===== config.mk =====
export PLATFORM = sky130hd
export DESIGN_NAME = axi_wr_slave_mem_flat
export DESIGN_NICKNAME = d
export VERILOG_FILES = /design/src/rtl/axi_wr_slave_mem_if.sv /design/src/rtl/axi_wr_slave_mem.sv /design/src/flat_wrapper.sv
export SDC_FILE = /design/constraint.sdc
export NUM_CORES = 2
export LEC_CHECK = 0
export CAP_MARGIN = 40
export CELL_PAD_IN_SITES_DETAIL_PLACEMENT = 0
export CELL_PAD_IN_SITES_GLOBAL_PLACEMENT = 1
export CORE_MARGIN = 3
export CORE_UTILIZATION = 40
export CTS_BUF_LIST = sky130_fd_sc_hd__clkbuf_16
export CTS_CLUSTER_DIAMETER = 200
export DETAILED_ROUTE_END_ITERATION = 10
export DONT_BUFFER_PORTS = 1
export GPL_ROUTABILITY_DRIVEN = 0
export GPL_TIMING_DRIVEN = 0
export HOLD_SLACK_MARGIN = 0.12
export PLACE_DENSITY = 0.7
export SLEW_MARGIN = 20
export SYNTH_ARGS = -nofsm -noshare
export SYNTH_HDL_FRONTEND = slang
export SYNTH_SLANG_ARGS = --single-unit

===== constraint.sdc =====
create_clock -name sig_clock -period 2.9 [get_ports sig_clock]
set_input_delay 0.29 -clock sig_clock [delete_from_list [all_inputs] [get_ports sig_clock]]
set_output_delay 0.29 -clock sig_clock [all_outputs]
set_load 0.02 [all_outputs]

===== src/rtl/axi_wr_slave_mem_if.sv =====
// AXI4 write-channel bundle (AW/W/B) between a write master
// and the axi_wr_slave_mem responder.
interface axi_wr_slave_mem_if #(
  parameter int ADDR_WIDTH = 32,
  parameter int DATA_WIDTH = 64,
  parameter int ID_WIDTH   = 32,
  parameter int STRB_WIDTH = DATA_WIDTH / 8
);
  logic [ID_WIDTH-1:0]   awid;
  logic [ADDR_WIDTH-1:0] awaddr;
  logic [7:0]            awlen;
  logic [2:0]            awsize;
  logic [1:0]            awburst;
  logic                  awvalid;
  logic                  awready;

  logic [DATA_WIDTH-1:0] wdata;
  logic [STRB_WIDTH-1:0] wstrb;
  logic                  wlast;
  logic                  wvalid;
  logic                  wready;

  logic [ID_WIDTH-1:0]   bid;
  logic [1:0]            bresp;
  logic                  bvalid;
  logic                  bready;

  modport master (
    output awid, awaddr, awlen, awsize,
    output awburst, awvalid,
    input  awready,
    output wdata, wstrb, wlast, wvalid,
    input  wready,
    input  bid, bresp, bvalid,
    output bready
  );

  modport slave (
    input  awid, awaddr, awlen, awsize,
    input  awburst, awvalid,
    output awready,
    input  wdata, wstrb, wlast, wvalid,
    output wready,
    output bid, bresp, bvalid,
    input  bready
  );
endinterface


===== src/rtl/axi_wr_slave_mem.sv =====
// AXI4 write responder: one burst at a time into a small
// byte-strobed word memory, one B response per burst.
module axi_wr_slave_mem #(
  parameter int ADDR_WIDTH = 32,
  parameter int DATA_WIDTH = 64,
  parameter int ID_WIDTH   = 32,
  parameter int STRB_WIDTH = DATA_WIDTH / 8,
  parameter int MEM_WORDS  = 16
) (
  input  logic                         sig_clock,
  input  logic                         sig_reset,
  axi_wr_slave_mem_if.slave            bus,
  input  logic [$clog2(MEM_WORDS)-1:0] dbg_idx,
  output logic [DATA_WIDTH-1:0]        dbg_data
);
  localparam int LSB = $clog2(STRB_WIDTH);
  localparam int IW  = ADDR_WIDTH - LSB;
  localparam int MW  = $clog2(MEM_WORDS);

  localparam logic [1:0] BURST_FIXED = 2'b00;
  localparam logic [1:0] RESP_OKAY   = 2'b00;
  localparam logic [1:0] RESP_SLVERR = 2'b10;
  localparam logic [1:0] RESP_DECERR = 2'b11;

  typedef enum logic [1:0] {
    IDLE,
    DATA,
    RESP
  } state_t;

  state_t state, state_nx;

  logic [ID_WIDTH-1:0]   id_q;
  logic [IW-1:0]         idx_q;
  logic [7:0]            len_q;
  logic [7:0]            cnt_q;
  logic [1:0]            burst_q;
  logic                  aw_err_q;
  logic                  slv_q;
  logic                  dec_q;
  logic [DATA_WIDTH-1:0] mem [MEM_WORDS];

  logic aw_fire;
  logic w_fire;
  logic last_beat;
  logic in_range;
  logic aw_slv;
  logic aw_dec;

  // Readies come straight from the state register only.
  assign bus.awready = sig_reset && (state == IDLE);
  assign bus.wready  = (state == DATA);
  assign bus.bvalid  = (state == RESP);

  assign aw_fire   = bus.awvalid && bus.awready;
  assign w_fire    = bus.wvalid && bus.wready;
  assign last_beat = (cnt_q == len_q);
  assign in_range  = (idx_q < IW'(MEM_WORDS));

  assign aw_slv = (bus.awsize != 3'(LSB))
               || bus.awburst[1];
  assign aw_dec = (bus.awaddr >=
                   ADDR_WIDTH'(MEM_WORDS * STRB_WIDTH));

  assign bus.bid = (state == RESP) ? id_q : '0;

  always_comb begin
    bus.bresp = RESP_OKAY;
    if (state == RESP) begin
      if (dec_q)
        bus.bresp = RESP_DECERR;
      else if (slv_q)
        bus.bresp = RESP_SLVERR;
    end
  end

  always_ff @(posedge sig_clock or negedge sig_reset) begin
    if (!sig_reset)
      state <= IDLE;
    else
      state <= state_nx;
  end

  always_comb begin
    state_nx = state;
    unique case (state)
      IDLE: if (aw_fire) state_nx = DATA;
      DATA: if (w_fire && last_beat) state_nx = RESP;
      RESP: if (bus.bready) state_nx = IDLE;
      default: state_nx = IDLE;
    endcase
  end

  // A size/burst error from AW blocks every write of the burst;
  // a wlast mismatch is only reported, the beat still lands.
  always_ff @(posedge sig_clock or negedge sig_reset) begin
    if (!sig_reset) begin
      id_q     <= '0;
      idx_q    <= '0;
      len_q    <= '0;
      cnt_q    <= '0;
      burst_q  <= '0;
      aw_err_q <= 1'b0;
      slv_q    <= 1'b0;
      dec_q    <= 1'b0;
      for (int i = 0; i < MEM_WORDS; i++)
        mem[i] <= '0;
    end else begin
      if (aw_fire) begin
        id_q     <= bus.awid;
        idx_q    <= bus.awaddr[ADDR_WIDTH-1:LSB];
        len_q    <= bus.awlen;
        burst_q  <= bus.awburst;
        cnt_q    <= '0;
        aw_err_q <= aw_slv;
        slv_q    <= aw_slv;
        dec_q    <= aw_dec;
      end
      if (w_fire) begin
        if (!aw_err_q && in_range) begin
          for (int k = 0; k < STRB_WIDTH; k++)
            if (bus.wstrb[k])
              mem[idx_q[MW-1:0]][8*k +: 8] <=
                bus.wdata[8*k +: 8];
        end
        if (!in_range)
          dec_q <= 1'b1;
        if (bus.wlast != last_beat)
          slv_q <= 1'b1;
        if (burst_q != BURST_FIXED)
          idx_q <= idx_q + 1'b1;
        cnt_q <= cnt_q + 1'b1;
      end
    end
  end

  assign dbg_data = mem[dbg_idx];

endmodule


===== src/flat_wrapper.sv =====
// flat-port wrapper written by rule: the top's interface ports become plain ports
module axi_wr_slave_mem_flat 
#(
  parameter int ADDR_WIDTH = 32,
  parameter int DATA_WIDTH = 64,
  parameter int ID_WIDTH   = 32,
  parameter int STRB_WIDTH = DATA_WIDTH / 8,
  parameter int MEM_WORDS  = 16
)
  (sig_clock, sig_reset, dbg_idx, dbg_data, bus_awid, bus_awaddr, bus_awlen, bus_awsize, bus_awburst, bus_awvalid, bus_awready, bus_wdata, bus_wstrb, bus_wlast, bus_wvalid, bus_wready, bus_bid, bus_bresp, bus_bvalid, bus_bready);
  axi_wr_slave_mem_if #(.ADDR_WIDTH(ADDR_WIDTH), .DATA_WIDTH(DATA_WIDTH), .ID_WIDTH(ID_WIDTH), .STRB_WIDTH(STRB_WIDTH)) bus_i ();
  input  logic sig_clock;
  input  logic sig_reset;
  input  logic [$clog2(MEM_WORDS)-1:0] dbg_idx;
  output logic [DATA_WIDTH-1:0] dbg_data;
  input wire logic [$bits(bus_i.awid)-1:0] bus_awid;
  input wire logic [$bits(bus_i.awaddr)-1:0] bus_awaddr;
  input wire logic [$bits(bus_i.awlen)-1:0] bus_awlen;
  input wire logic [$bits(bus_i.awsize)-1:0] bus_awsize;
  input wire logic [$bits(bus_i.awburst)-1:0] bus_awburst;
  input wire logic [$bits(bus_i.awvalid)-1:0] bus_awvalid;
  output wire logic [$bits(bus_i.awready)-1:0] bus_awready;
  input wire logic [$bits(bus_i.wdata)-1:0] bus_wdata;
  input wire logic [$bits(bus_i.wstrb)-1:0] bus_wstrb;
  input wire logic [$bits(bus_i.wlast)-1:0] bus_wlast;
  input wire logic [$bits(bus_i.wvalid)-1:0] bus_wvalid;
  output wire logic [$bits(bus_i.wready)-1:0] bus_wready;
  output wire logic [$bits(bus_i.bid)-1:0] bus_bid;
  output wire logic [$bits(bus_i.bresp)-1:0] bus_bresp;
  output wire logic [$bits(bus_i.bvalid)-1:0] bus_bvalid;
  input wire logic [$bits(bus_i.bready)-1:0] bus_bready;
  assign bus_i.awid = bus_awid;
  assign bus_i.awaddr = bus_awaddr;
  assign bus_i.awlen = bus_awlen;
  assign bus_i.awsize = bus_awsize;
  assign bus_i.awburst = bus_awburst;
  assign bus_i.awvalid = bus_awvalid;
  assign bus_awready = bus_i.awready;
  assign bus_i.wdata = bus_wdata;
  assign bus_i.wstrb = bus_wstrb;
  assign bus_i.wlast = bus_wlast;
  assign bus_i.wvalid = bus_wvalid;
  assign bus_wready = bus_i.wready;
  assign bus_bid = bus_i.bid;
  assign bus_bresp = bus_i.bresp;
  assign bus_bvalid = bus_i.bvalid;
  assign bus_i.bready = bus_bready;
  axi_wr_slave_mem #(.ADDR_WIDTH(ADDR_WIDTH), .DATA_WIDTH(DATA_WIDTH), .ID_WIDTH(ID_WIDTH), .STRB_WIDTH(STRB_WIDTH), .MEM_WORDS(MEM_WORDS)) u_core (.sig_clock(sig_clock), .sig_reset(sig_reset), .bus(bus_i), .dbg_idx(dbg_idx), .dbg_data(dbg_data));
endmodule

==> metrics <==
outcome=complete, but fails checks; violations in the final reports=negative hold slack; Met3 Wirelength=11,700 um; reg-to-reg critical path startpoint=u_core.idx_q[0]$_DFF_PN0_; number of filler cells placed in the layout=11,300; R2R depth=6; Metal-1 WL=69,900 um; setup slack on the worst flop-to-flop path=0.02 ns; maximum frequency from static timing analysis=approximately 0.35 GHz; synth top area cells=sky130_fd_sc_hd__dfrtp_1, sky130_fd_sc_hd__mux2_2, sky130_fd_sc_hd__mux4_2, sky130_fd_sc_hd__mux2_4, sky130_fd_sc_hd__nor2_8; total of hold buffers inserted after clock tree synthesis=150; global route overflow=0; adder and majority cell fraction of the synthesized area=0.00119; overall fraction of global-route tracks in use=0.237; number of detailed-route iterations in the first pass=5; most area-hungry cell type in the Yosys netlist=sky130_fd_sc_hd__dfrtp_1; type of origin of the critical path=input pin; area fraction of the dominant cell type after synthesis=0.526; most frequently used cell type in the post-synthesis netlist=sky130_fd_sc_hd__dfrtp_1; EDFF count, synth=0; vias in the first global route=31,200; most common library cells after synthesis=sky130_fd_sc_hd__dfrtp_1, sky130_fd_sc_hd__mux2_2, sky130_fd_sc_hd__mux4_2, sky130_fd_sc_hd__mux2_4, sky130_fd_sc_hd__nand2_1; Tightest Pin Transition=0.972 ns; post-synthesis cell type count=60; Post-Place Worst Slack=-0.601 ns; Clock Sink Count=around 1,100; type of the worst setup path=in -> out; average via count per standard cell=5.66; Post-DP HPWL=103,000 um; highest signal layer in the routed design=met5; total setup violations reported at the end of the flow=0; net count after synthesis=3,357; ys async rst share=1.00; storage element area=27,700 sq um; area occupied by multi-input gates=24,100 sq um; DRT Wirelength=about 160,000 um; largest driver fanout on the critical path=10; Cell Pwr Density=577 nW/um^2; Max Root-Sink Buffers=3; cell area after synthesis=52,700 sq um; peak supply drop=0.512 mV; cell chosen for the clock root=sky130_fd_sc_hd__clkbuf_16; data arrival time of the worst path=2.60 ns; final core utilization=0.469; main combinational cell family by area after synthesis=multiplexers; ratio of final minimum period to clock period=0.997; met2 routed wirelength=between 70,000 and 80,000 um; number of I/O pins=between 200 and 300; capturing point of the worst reg2reg path=u_core.mem[1017]$_DFFE_PN0P_; number of rows created at floorplan=132; TritonCTS clock tree=built; syn avg cell area=between 15 and 20 sq um; final-report max-slew violation count=0; startpoint of the most critical setup path=dbg_idx[1]; number of design rule violations left after detail routing=0; Die Span Y=369 um; final worst path period need=2.89 ns; placeable core region=130,000 sq um; Fin. Hold Viols=roughly 290; nets@finish=3,651; standby leakage power=30.3 nW; worst setup slack after layout=0.00930 ns; critical path capture point type=primary output; RSZ-0062 raised after global routing=yes; multiplexer fraction of the synthesized cell area=0.371; maximum level of the CTS H-tree=3; first-pass GRT wire length=232,000 um; share of post-route cells with drive strength above 1=0.476; width of the die=369 um; via count=30,200; clock-pin transition on the worst setup and hold timing paths=0.06 ns; Hold Crit Class=in -> async; pin count of the biggest net entering global routing=1,110; CP required=2.61 ns; CTS buffer count=116; share of synthesized cell area in and, or, nand and nor gates=0.0724; synthesized instance count=3,193; number of warning messages in the yosys log=0; Starting DRT DRC Count=approximately 2,600; sequential share of the synthesized area=0.526; count of input and output buffers=0; share of the synthesized netlist area taken by xor and xnor gates=0.00200; clock skew=0.0195 ns; Initial Util=0.405; total power draw=~35 mW; mean routed wirelength per cell=between 30 and 40 um; tightest slew margin relative to the limit=0.352; top_reg_cell synth=sky130_fd_sc_hd__dfrtp_1; maxcap violations=0; number of antenna violations at the first check in global routing=17; Routed Antenna Nets=0; Post-Route Hold Slack=-0.731 ns; clock latency at the later pin of the worst-skew pair=0.73 ns; fraction of the mapped netlist area in compound gates=0.00881; die area=136,000 sq um; flops & latches, synth=1,108; area delta synth->final=15.8%
-- metal layers --
layer  up-vias  track usage
met4         4       0.0827
met2      1015        0.365
met1     16300        0.328
met3       252       0.0605
li1      12600            -
met5         -            0
-- how the worst max path moves through the flow --
stage / to
after floorplan: dbg_data[0]
after global placement: u_core.mem[19]$_DFFE_PN0P_
after detailed placement: dbg_data[53]
after CTS: dbg_data[15]
after global routing: u_core.mem[1003]$_DFFE_PN0P_
final: dbg_data[11]
-- cells by family after synthesis --
family                   after synthesis
adder cells (fa/ha/maj)                5
AND/OR/NAND/NOR                      463
XOR/XNOR                              12
multiplexers                        1346
buffers and inverters                191
flip-flops                          1108
AO/OA/AOI/OAI                         68
-- power by group --
| part | internal [mW] | leakage, nW | switching (mW) | total [mW] |
|---|---|---|---|---|
| Combinational | 1.11 | 13.0 | 2.76 | 3.87 |
| Sequential | 16.0 | 15.3 | 0.436 | 16.4 |
| Clock | 8.49 | 1.96 | 6.42 | 14.9 |
-- worst max-delay path, stage by stage --
cell,delay [ns]
sky130_fd_sc_hd__clkbuf_2,0.52
sky130_fd_sc_hd__clkbuf_2,0.70
sky130_fd_sc_hd__mux4_2,0.43
sky130_fd_sc_hd__mux4_2,0.64
-- registers in the layout, summed over array words and instances (netlist names) --
| register | cells |
|---|---|
| u_core.aw_err_q | 1 |
| u_core.burst_q | 2 |
| u_core.cnt_q | 8 |
| u_core.dec_q | 1 |
| u_core.id_q | 32 |
| u_core.idx_q | 29 |
| u_core.len_q | 8 |
| u_core.mem | 1024 |
| u_core.slv_q | 1 |
| u_core.state | 2 |
-- layout by cell type, fill, tap and decap left out, drive strengths merged, types with 9 or more instances in the layout --
cell | netlist | layout
mux4 | 320 | 320
diode | 0 | 11
nor3 | 16 | 16
o21ai | 18 | 18
inv | 5 | 41
xnor2 | 9 | 9
dfrtp | 1108 | 1108
a21oi | 9 | 9
and3 | 15 | 15
clkbuf | 59 | 175
and2 | 36 | 36
nand2 | 171 | 171
dlygate4sd3 | 0 | 150
nor4 | 12 | 12
clkinv | 0 | 47
nand4 | 26 | 26
nand3 | 17 | 17
nor2 | 153 | 153
mux2 | 1024 | 1024
bufinv | 0 | 14
buf | 127 | 153
-- final cells by class --
type / instances / area share
Clock inverter: 99 / 0.0140
Clock buffer: 116 / 0.0476
Antenna cell: 11 / 0.000451
Inverter: 5 / 0.000308
Sequential cell: 1108 / 0.455
Timing Repair Buffer: 177 / 0.0342
Buffer: 185 / 0.0180
Multi-Input combinational cell: 1894 / 0.395
Tap cell: 1742 / 0.0357
-- timing repair --
| action | in CTS | in global routing |
|---|---|---|
| gates cloned | 0 | 1 |
| pin swaps | 1 | 0 |
| buffers inserted | 1 | 0 |
| setup endpoints to repair | 203 | 262 |
| resized for setup | 42 | 27 |
| hold endpoints to repair | 2211 | 288 |
-- stage by stage --
step / std cells / setup TNS [ns] / hold slack [ns] / cell area (sq um)
6_report: 5337 / 0 / -0.731 / 61000
3_3_place_gp: 4935 / -185.39 / 0.0630 / 54800
5_1_grt: 5327 / -1.60 / -0.786 / 61000
3_5_place_dp: 4953 / -48.47 / 0.0640 / 55300
4_1_cts: 5318 / -5.71 / -0.652 / 60700
2_1_floorplan: 3193 / 0 / -0.00559 / 52700
Note: power is estimated with default switching activity, not from simulation.
